[config.mk]
export PLATFORM = sky130hd
export DESIGN_NAME = if_prefetch_stage_flat
export DESIGN_NICKNAME = d
export VERILOG_FILES = /design/src/rtl/if_prefetch_stage_pkg.sv /design/src/rtl/if_prefetch_stage_if.sv /design/src/rtl/if_prefetch_stage_fifo.sv /design/src/rtl/if_prefetch_stage.sv /design/src/flat_wrapper.sv
export SDC_FILE = /design/constraint.sdc
export NUM_CORES = 1
export LEC_CHECK = 0
export CORE_UTILIZATION = 45
export DETAILED_ROUTE_END_ITERATION = 12
export PLACE_DENSITY = 0.66
export SYNTH_ARGS = -nofsm -noshare
export SYNTH_HDL_FRONTEND = slang
export SYNTH_SLANG_ARGS = --single-unit
[constraint.sdc]
create_clock -name clk -period 3.9 [get_ports clk]
set_input_delay 0.585 -clock clk [delete_from_list [all_inputs] [get_ports clk]]
set_output_delay 0.585 -clock clk [all_outputs]
set_load 0.01 [all_outputs]
[src/rtl/if_prefetch_stage_pkg.sv]
// Shared constants and types for the RV32I instruction-fetch stage.
package if_prefetch_stage_pkg;

  localparam int RV_XLEN = 32;
  localparam int INSTR_W = 32;
  localparam int PC_STEP = 4;

  typedef enum logic {
    BOOT = 1'b0,
    RUN  = 1'b1
  } fetch_state_e;

endpackage

[src/rtl/if_prefetch_stage_if.sv]
// Instruction-memory request/response bus plus the decode-side fetch handshake.
interface if_prefetch_stage_if
  import if_prefetch_stage_pkg::*;
#(
  parameter int XLEN = RV_XLEN
);

  logic               imem_req_valid;
  logic [XLEN-1:0]    imem_req_addr;
  logic               imem_req_ready;
  logic               imem_resp_valid;
  logic [INSTR_W-1:0] imem_resp_data;
  logic [INSTR_W-1:0] fetch_data;
  logic [XLEN-1:0]    fetch_pc;
  logic               fetch_data_valid;
  logic               fetch_ready;

  modport master (
    output imem_req_valid, imem_req_addr, fetch_data, fetch_pc, fetch_data_valid,
    input  imem_req_ready, imem_resp_valid, imem_resp_data, fetch_ready
  );

  modport slave (
    input  imem_req_valid, imem_req_addr, fetch_data, fetch_pc, fetch_data_valid,
    output imem_req_ready, imem_resp_valid, imem_resp_data, fetch_ready
  );

endinterface

[src/rtl/if_prefetch_stage_fifo.sv]
// Synchronous prefetch FIFO with synchronous clear; head reads as zero when empty.
module fetch_fifo #(
  parameter int DEPTH = 4,
  parameter int WIDTH = 64
) (
  input  logic                       clk,
  input  logic                       rst,
  input  logic                       push,
  input  logic                       pop,
  input  logic                       clear,
  input  logic [WIDTH-1:0]           wr_data,
  output logic [WIDTH-1:0]           rd_data,
  output logic [$clog2(DEPTH+1)-1:0] count,
  output logic                       full,
  output logic                       empty
);

  localparam int AW = $clog2(DEPTH);
  localparam int CW = $clog2(DEPTH+1);

  logic [WIDTH-1:0] mem [DEPTH];
  logic [AW-1:0]    wr_ptr, rd_ptr;
  logic [CW-1:0]    cnt;
  logic             push_ok, pop_ok;

  assign full    = (cnt == CW'(DEPTH));
  assign empty   = (cnt == '0);
  assign count   = cnt;
  // A full FIFO still accepts a push when the head leaves in the same cycle.
  assign push_ok = push && (!full || pop);
  assign pop_ok  = pop && !empty;
  assign rd_data = empty ? '0 : mem[rd_ptr];

  always_ff @(posedge clk or negedge rst) begin
    if (!rst) begin
      wr_ptr <= '0;
      rd_ptr <= '0;
      cnt    <= '0;
    end else if (clear) begin
      wr_ptr <= '0;
      rd_ptr <= '0;
      cnt    <= '0;
    end else begin
      if (push_ok) wr_ptr <= wr_ptr + AW'(1);
      if (pop_ok)  rd_ptr <= rd_ptr + AW'(1);
      cnt <= cnt + CW'(push_ok) - CW'(pop_ok);
    end
  end

  always_ff @(posedge clk) begin
    if (push_ok && !clear) mem[wr_ptr] <= wr_data;
  end

endmodule

[src/rtl/if_prefetch_stage.sv]
// RV32I fetch stage: in-order imem requests, credit-limited prefetch queue, redirect flush.
module if_prefetch_stage
  import if_prefetch_stage_pkg::*;
#(
  parameter int              XLEN            = RV_XLEN,
  parameter logic [XLEN-1:0] RESET_PC        = '0,
  parameter int              FIFO_DEPTH      = 4,
  parameter int              MAX_OUTSTANDING = 2
) (
  input  logic                clk,
  input  logic                rst,
  input  logic                en,
  input  logic                redirect_valid,
  input  logic [XLEN-1:0]     redirect_pc,
  if_prefetch_stage_if.master bus
);

  localparam int OW = $clog2(MAX_OUTSTANDING+1);
  localparam int CW = $clog2(FIFO_DEPTH+1);
  localparam int SW = $clog2(FIFO_DEPTH+MAX_OUTSTANDING+1);
  localparam int EW = XLEN + INSTR_W;

  fetch_state_e    state;
  logic [XLEN-1:0] pc_reg, resp_pc, redirect_pc_aligned;
  logic [OW-1:0]   outstanding, outstanding_nxt, drop_cnt;
  logic [CW-1:0]   fifo_count;
  logic            fifo_full, fifo_empty;
  logic            req_valid, req_fire, resp_fire, resp_drop, push, pop;
  logic [EW-1:0]   wr_entry, rd_entry;

  assign redirect_pc_aligned = redirect_pc & ~XLEN'(3);

  // Credit rule: every request in flight has a reserved FIFO slot, so pushes never overflow.
  assign req_valid = (state == RUN) && en && !redirect_valid
                  && (outstanding < OW'(MAX_OUTSTANDING))
                  && ((SW'(fifo_count) + SW'(outstanding)) < SW'(FIFO_DEPTH));

  assign req_fire        = req_valid && bus.imem_req_ready;
  assign resp_fire       = bus.imem_resp_valid && (outstanding != '0);
  assign resp_drop       = resp_fire && (drop_cnt != '0);
  assign pop             = bus.fetch_data_valid && bus.fetch_ready && !redirect_valid;
  assign push            = resp_fire && !resp_drop && !redirect_valid && (!fifo_full || pop);
  assign outstanding_nxt = outstanding + OW'(req_fire) - OW'(resp_fire);
  assign wr_entry        = {resp_pc, bus.imem_resp_data};

  assign bus.imem_req_valid   = req_valid;
  assign bus.imem_req_addr    = pc_reg;
  assign bus.fetch_pc         = rd_entry[EW-1:INSTR_W];
  assign bus.fetch_data       = rd_entry[INSTR_W-1:0];
  assign bus.fetch_data_valid = !fifo_empty;

  fetch_fifo #(
    .DEPTH (FIFO_DEPTH),
    .WIDTH (EW)
  ) u_fifo (
    .clk     (clk),
    .rst     (rst),
    .push    (push),
    .pop     (pop),
    .clear   (redirect_valid),
    .wr_data (wr_entry),
    .rd_data (rd_entry),
    .count   (fifo_count),
    .full    (fifo_full),
    .empty   (fifo_empty)
  );

  always_ff @(posedge clk or negedge rst) begin
    if (!rst) begin
      state       <= BOOT;
      pc_reg      <= RESET_PC;
      resp_pc     <= RESET_PC;
      outstanding <= '0;
      drop_cnt    <= '0;
    end else begin
      if (state == BOOT) state <= RUN;
      outstanding <= outstanding_nxt;
      // Everything still in flight after a redirect belongs to the old path and is dropped.
      if (redirect_valid) begin
        pc_reg   <= redirect_pc_aligned;
        resp_pc  <= redirect_pc_aligned;
        drop_cnt <= outstanding_nxt;
      end else begin
        if (req_fire)  pc_reg   <= pc_reg + XLEN'(PC_STEP);
        if (push)      resp_pc  <= resp_pc + XLEN'(PC_STEP);
        if (resp_drop) drop_cnt <= drop_cnt - OW'(1);
      end
    end
  end

endmodule

[src/flat_wrapper.sv]
// flat-port wrapper written by rule: the top's interface ports become plain ports
module if_prefetch_stage_flat import if_prefetch_stage_pkg::*;
#(
  parameter int              XLEN            = RV_XLEN,
  parameter logic [XLEN-1:0] RESET_PC        = '0,
  parameter int              FIFO_DEPTH      = 4,
  parameter int              MAX_OUTSTANDING = 2
)
  (clk, rst, en, redirect_valid, redirect_pc, bus_imem_req_valid, bus_imem_req_addr, bus_fetch_data, bus_fetch_pc, bus_fetch_data_valid, bus_imem_req_ready, bus_imem_resp_valid, bus_imem_resp_data, bus_fetch_ready);
  if_prefetch_stage_if #(.XLEN(XLEN)) bus_i ();
  input  logic clk;
  input  logic rst;
  input  logic en;
  input  logic redirect_valid;
  input  logic [XLEN-1:0] redirect_pc;
  output wire logic [$bits(bus_i.imem_req_valid)-1:0] bus_imem_req_valid;
  output wire logic [$bits(bus_i.imem_req_addr)-1:0] bus_imem_req_addr;
  output wire logic [$bits(bus_i.fetch_data)-1:0] bus_fetch_data;
  output wire logic [$bits(bus_i.fetch_pc)-1:0] bus_fetch_pc;
  output wire logic [$bits(bus_i.fetch_data_valid)-1:0] bus_fetch_data_valid;
  input wire logic [$bits(bus_i.imem_req_ready)-1:0] bus_imem_req_ready;
  input wire logic [$bits(bus_i.imem_resp_valid)-1:0] bus_imem_resp_valid;
  input wire logic [$bits(bus_i.imem_resp_data)-1:0] bus_imem_resp_data;
  input wire logic [$bits(bus_i.fetch_ready)-1:0] bus_fetch_ready;
  assign bus_imem_req_valid = bus_i.imem_req_valid;
  assign bus_imem_req_addr = bus_i.imem_req_addr;
  assign bus_fetch_data = bus_i.fetch_data;
  assign bus_fetch_pc = bus_i.fetch_pc;
  assign bus_fetch_data_valid = bus_i.fetch_data_valid;
  assign bus_i.imem_req_ready = bus_imem_req_ready;
  assign bus_i.imem_resp_valid = bus_imem_resp_valid;
  assign bus_i.imem_resp_data = bus_imem_resp_data;
  assign bus_i.fetch_ready = bus_fetch_ready;
  if_prefetch_stage #(.XLEN(XLEN), .RESET_PC(RESET_PC), .FIFO_DEPTH(FIFO_DEPTH), .MAX_OUTSTANDING(MAX_OUTSTANDING)) u_core (.clk(clk), .rst(rst), .en(en), .redirect_valid(redirect_valid), .redirect_pc(redirect_pc), .bus(bus_i));
endmodule
======== Yosys cells after proc, flatten, opt, wreduce, memory -nomap -nowiden ========
Memories as Yosys holds them, arrays and structs flattened.
Cells that the tools add are included.
cells by class
  reductions and logical operators ........ 28
  order comparisons ....................... 2
  shifts and indexed selects .............. 0
  multipliers ............................. 0
  $add $sub $neg .......................... 10
  bitwise logic cells ..................... 0
  equal/unequal tests ..................... 1
  div/mod/pow operators ................... 0
  muxes and demuxes ....................... 14
operators by type and width
  kind                     count
  $mux W32                 4
  $add A32 B3 Y32 const B  2
  $mux W64                 1
  $logic_and A1 B1 Y1      15
  $reduce_bool A2 Y1       7
  $mux W2                  6
  $add A2 B1 Y2 const B    2
  $logic_not A1 Y1         4
  $add A3 B1 Y3            1
  $add A3 B2 Y3            1
  $eq A3 B3 Y1 const B     1
  $logic_not A3 Y1         1
  $lt A3 B3 Y1 const B     1
  $mux W3                  1
  $sub A3 B1 Y3            1
  $add A2 B1 Y2            1
  $lt A2 B2 Y1 const B     1
  $mux W1                  2
  $sub A2 B1 Y2            1
  $sub A2 B1 Y2 const B    1
  $logic_or A1 B1 Y1       1
storage, ports and cells
  memories ................................ 1
  RAM bits ................................ 256
  register bits ........................... 76
  memory bits (read-only) ................. 0
  latch bits .............................. 0
  word-level logic and storage cells ...... 64
memory list
  name               words  bits a word  read ports  clocked after Yosys merged registers in  wr ports  RTL line                      RTL
  u_core.u_fifo.mem  4      64           1           0                                        1         if_prefetch_stage_fifo.sv:21  logic [WIDTH-1:0] mem [DEPTH];

======== Logic depth before layout (Yosys ltp) ========
  depth after elaboration ................. 11
  depth in mapped cells ................... 12

======== By module ========
From an unflattened synthesis, not the netlist that was laid out.
second synthesis, totals
  cells, all modules ...................... 847
  area total of the unflattened synthesis .. 13,960.9 um^2
modules (own cells, without submodules)
  module             times used  area an instance (um^2)  cells an instance
  fetch_fifo         1           10,138.5                 453
  if_prefetch_stage  1           3,822.4                  394

======== Least setup slack after synthesis ========
No wires, ideal clock.
  path type ............................... input to register
  start ................................... in bus_imem_resp_valid
  end ..................................... mem u_core.u_fifo.mem[0][0] (enable)
  library setup time ...................... 0.426 ns
  arrival ................................. 3.235 ns
  stages .................................. 5
  slack ................................... 0.238 ns
  path through ............................ o21ai_0 nor4b_2 clkbuf_1 clkbuf_1 and2_1
between the ends
  cells in the longest elaborated chain, start to end .. 10
ends and longest elaborated chain
  what                                RTL line                      RTL
  start, declared                     flat_wrapper.sv:22            input wire logic [$bits(bus_i.imem_resp_valid)-1:0] bus_imem_resp_valid;
  $logic_and A1 B1 Y1 *               if_prefetch_stage.sv:39       assign resp_fire = bus.imem_resp_valid && (outstanding != '0);
  $logic_and A1 B1 Y1                 if_prefetch_stage.sv:40       assign resp_drop = resp_fire && (drop_cnt != '0);
  $logic_not A1 Y1                    if_prefetch_stage.sv:42       assign push = resp_fire && !resp_drop && !redirect_valid && (!fifo_full || pop);
  $logic_and A1 B1 Y1 * (3 in a row)  if_prefetch_stage.sv:42
  $logic_and A1 B1 Y1 *               if_prefetch_stage_fifo.sv:30  assign push_ok = push && (!full || pop);
  $logic_and A1 B1 Y1 *               if_prefetch_stage_fifo.sv:51  if (push_ok && !clear) mem[wr_ptr] <= wr_data;
  $mux W1 *                           if_prefetch_stage_fifo.sv:51
  $mux W1 (implied by the code) *     if_prefetch_stage_fifo.sv:51
  end, declared                       if_prefetch_stage_fifo.sv:21
Every way passes the cells marked *; elsewhere a longest branch is shown, timed or not.

======== Worst setup path after layout ========
  start ................................... reg u_core.u_fifo.rd_ptr[0]
  end ..................................... out bus_fetch_pc[11]
between the ends
  cells in the longest elaborated chain, start to end .. 2
ends and longest elaborated chain
  what                    RTL line                      RTL
  start, declared         if_prefetch_stage_fifo.sv:22  logic [AW-1:0] wr_ptr, rd_ptr;
  start signal, assigned  if_prefetch_stage_fifo.sv:45  if (pop_ok) rd_ptr <= rd_ptr + AW'(1);
  $mem_v2 Z4 W64          n/a
  $mux W64                if_prefetch_stage_fifo.sv:32  assign rd_data = empty ? '0 : mem[rd_ptr];
  end, declared           flat_wrapper.sv:19            output wire logic [$bits(bus_i.fetch_pc)-1:0] bus_fetch_pc;
Every way passes these cells.

==> summary.txt <==
SYNTHESIS
-----------------------------------------------------------------------------------------------------------------
Synth unique cells                                                                                             58
YS warnings                                                                                                     0
Post-Synthesis Cell Area                                                                              13500 sq um
Fraction of synthesized cell area taken by the top area cell type                                           55.0%
Post-synthesis compound-gate area fraction                                                                  6.53%
Number of enable flip-flop cells after synthesis                                                              248
Most frequent cell after synthesis                                                                       edfxtp_1
Simple-gate share of the synthesized area                                                                   10.4%
Main combinational cell family by area after synthesis                                               simple AND/OR/NAND/NOR gates
Proportion of register bits with asynchronous set or reset after synthesis                                  22.5%
Cells after synthesis                                                                                         865
Most instantiated flip-flop cell in the synthesis netlist                                                edfxtp_1
Arithmetic-cell share of the synthesized area counting full adders, half adders and majority gates          1.26%
Synth Register Bits                                                                                           320
Proportion of synthesized area in mux cells                                                                 10.3%
Synthesized area per cell                                                                              15.7 sq um
Proportion of synthesized chip area in sequential cells                                                     68.3%
Most used standard cells in the synthesized netlist                                                  edfxtp_1, dfrtp_1, and2_1, mux4_2, nand2_1
Most area-hungry cell type in the Yosys netlist                                                          edfxtp_1
XOR/XNOR Fraction of Synth Area                                                                            0.970%
Synth area leaders                                                                                   edfxtp_1, dfrtp_1, mux4_2, and2_1, nand2_1

POWER AND IR DROP
-----------------------------------------------------------------------------------------------------------------
Worst vdd ir                                                                                             0.258 mV
Total power divided by cell area                                                                      580 nW/um^2
Leak                                                                                                      5.73 nW

GLOBAL ROUTE
-----------------------------------------------------------------------------------------------------------------
Largest net degree at the start of global routing                                                              73
Initial antenna violation count                                                                                 0
Total track usage                                                                                           19.2%
Wire length of the first global-routing pass                                                         46200 microns
Number of global-route vias before repair                                                                    8425
Remaining Overflow, GRT                                                                                         0

DIE
-----------------------------------------------------------------------------------------------------------------
Die Footprint                                                                                         30800 sq um
Width of the chip                                                                                     175 microns
Effective utilization at floorplan                                                                          45.7%
IO Count                                                                                                      169
Height of the die                                                                                     175 microns
Core region area                                                                                      29600 sq um
Number of core rows                                                                                            63

TIMING
-----------------------------------------------------------------------------------------------------------------
Setup violation total in the final timing report                                                                0
Relative max-transition margin                                                                              33.8%
Final hold vios                                                                                                 0
Fin crit share                                                                                              87.7%
Setup repair after global routing missed its margin                                                         false
Period minus WS final                                                                                     3420 ps
Final clock skew                                                                                          12.2 ps
Total Neg Setup Slack                                                                                        0 ps
Max-slew violation total from the final report                                                                  0
Least-Margin Pin Slew                                                                                      994 ps
Post-Route Hold Slack                                                                                      279 ps
Peak clock frequency supported by timing                                                                0.292 GHz

MIN PATH
-----------------------------------------------------------------------------------------------------------------
Hold WC Path Type                                                                                    input port to async pin

WORST SETUP PATH
-----------------------------------------------------------------------------------------------------------------
Critical Path Sink Type                                                                               output port
Worst setup path category                                                                            flip-flop to output port
Nature of the critical path startpoint                                                                  flip-flop
Data arrival time of the critical path                                                                    2830 ps
Worst-path fanout max                                                                                          28
Endpoint required time on the critical path                                                               3310 ps
Slack of the worst reg-to-reg path                                                                         980 ps

CLOCK TREE
-----------------------------------------------------------------------------------------------------------------
Buffer type at the clock tree root                                                                      clkbuf_16
Post-cts hold buffer count                                                                                      0
TritonCTS sink count                                                                                          320
Maximum level of the CTS H-tree                                                                                 2
Post-cts sizing count                                                                                           0
Maximum clock path buffer count                                                                                 3
CTS tree                                                                                                      yes
Number of post-CTS setup repair buffers                                                                         0
Clock-pin slew on the worst setup and hold paths                                                            60 ps
Clk Latency, worst-skew pair                                                                               500 ps
TritonCTS buffer count                                                                                         35

DRT
-----------------------------------------------------------------------------------------------------------------
Detailed Route Iter0 Violations                                                                               602
Detailed-route wire length per cell                                                                  19.8 microns
Avg Vias per Cell                                                                                            5.64
DRC violation count after routing                                                                               0
WL final                                                                                             29000 microns
Router iterations before antenna repair                                                                         5
Antenna viol nets, final                                                                                        0
Total vias in the final route                                                                                8231

RUN
-----------------------------------------------------------------------------------------------------------------
Max Cap Violations                                                                                              0

FINAL LAYOUT
-----------------------------------------------------------------------------------------------------------------
Fraction of final layout cells sized beyond drive strength 1                                                13.6%
Area growth from synthesis to layout                                                                        24.2%
Count of inserted antenna diode cells                                                                           0
Final nets                                                                                                   1129
Number of fill cells                                                                                         2400

STATUS
-----------------------------------------------------------------------------------------------------------------
Outcome                                                                                              complete, no violations

PLACEMENT
-----------------------------------------------------------------------------------------------------------------
Routability congestion estimate from global placement                                                       0.817
Port Buffer Count                                                                                             162
Placed wire-length estimate                                                                          18300 microns

where the power goes:
part | total, W | leakage (nW) | switching [W] | internal, W
sequential | 0.00421 | 3.12 | 0.000294 | 0.00392
clock | 0.00315 | 0.525 | 0.00126 | 0.00189
combinational | 0.00240 | 2.09 | 0.00104 | 0.00136
area by class of cell:
| type | count | area (sq um) | area share [%] |
|---|---|---|---|
| flip-flops and latches | 320 | 9250 | 55.0 |
| repair buffers | 187 | 1870 | 11.1 |
| well taps | 390 | 488 | 2.90 |
| multi-input cells | 478 | 4030 | 24.0 |
| inverters | 23 | 86.3 | 0.513 |
| clock buffers | 52 | 992 | 5.90 |
| clock inverters | 10 | 101 | 0.602 |
state kept, by name, summed over array words and instances (netlist names):
name,count
u_core.u_fifo.mem,248
u_core.bus.imem_req_addr,30
u_core.resp_pc,30
u_core.u_fifo.count,3
u_core.drop_cnt,2
u_core.outstanding,2
u_core.u_fifo.rd_ptr,2
u_core.u_fifo.wr_ptr,2
u_core.state,1
final timing paths:
kind,from,endpoint,cells after the start
setup reg to reg,u_core.u_fifo.count[1],u_core.drop_cnt[1],9
max in group asynchronous,rst,u_core.u_fifo.rd_ptr[0],2
min in group clk,redirect_valid,u_core.u_fifo.rd_ptr[1],2
hold reg to reg,u_core.bus.imem_req_addr[31],u_core.bus.imem_req_addr[31],1
setup / recovery,u_core.u_fifo.rd_ptr[0],bus_fetch_pc[11],4
hold / removal,rst,u_core.bus.imem_req_addr[2],2
logic make-up (layout without fill, tap and decap cells):
kind of cell	after synthesis	after routing
xor+xnor	15	15
compound gates	127	127
simple gates	256	256
mux	62	62
flops	320	320
buf+inv	70	272
other cells	2	5
fa+ha+maj	13	13
layer usage:
metal	wire, microns	vias to the layer above	global-route usage [%]
met5	0	-	0
met4	366	0	4.57
met3	1940	33	3.44
met2	13400	332	29.9
met1	13200	4123	28.3
li1	-	3743	-
worst max-delay path: stages, from the launching register on:
cell and delay (ps):
dfrtp_4 800, buf_4 320, mux4_2 550, and2_1 180, clkdlybuf4s50_1 470
cell usage in the layout, fill, tap and decap left out, drive strengths merged, types with 3 or more instances in the layout:
cell type	count
inv	22
or3	11
a21oi	8
o21ai	38
xor2	10
o211ai	22
a221o	8
clkdlybuf4s50	160
and3	13
a21o	9
nand3	30
ha	12
and2	72
nand2	57
xnor2	5
nand4	21
nor4	8
o41ai	4
conb	5
nor3	7
edfxtp	248
o311ai	16
clkinv	7
a31oi	7
o31ai	4
or4	3
buf	27
mux4	62
dfrtp	72
clkbuf	52
nor2	22
stage by stage:
step	cell area [sq um]	utilization [%]	setup slack, ps	power [W]	instances
after floorplan	13600	-	238	0.00554	868
after global placement	15700	53.1	727	0.00669	1398
after detailed placement	15700	53.1	682	0.00673	1398
after CTS	16800	56.8	408	0.00988	1460
after global routing	16800	56.8	315	0.0102	1460
final	16800	56.8	480	0.00976	1460
Note: power is estimated with default switching activity, not from simulation.
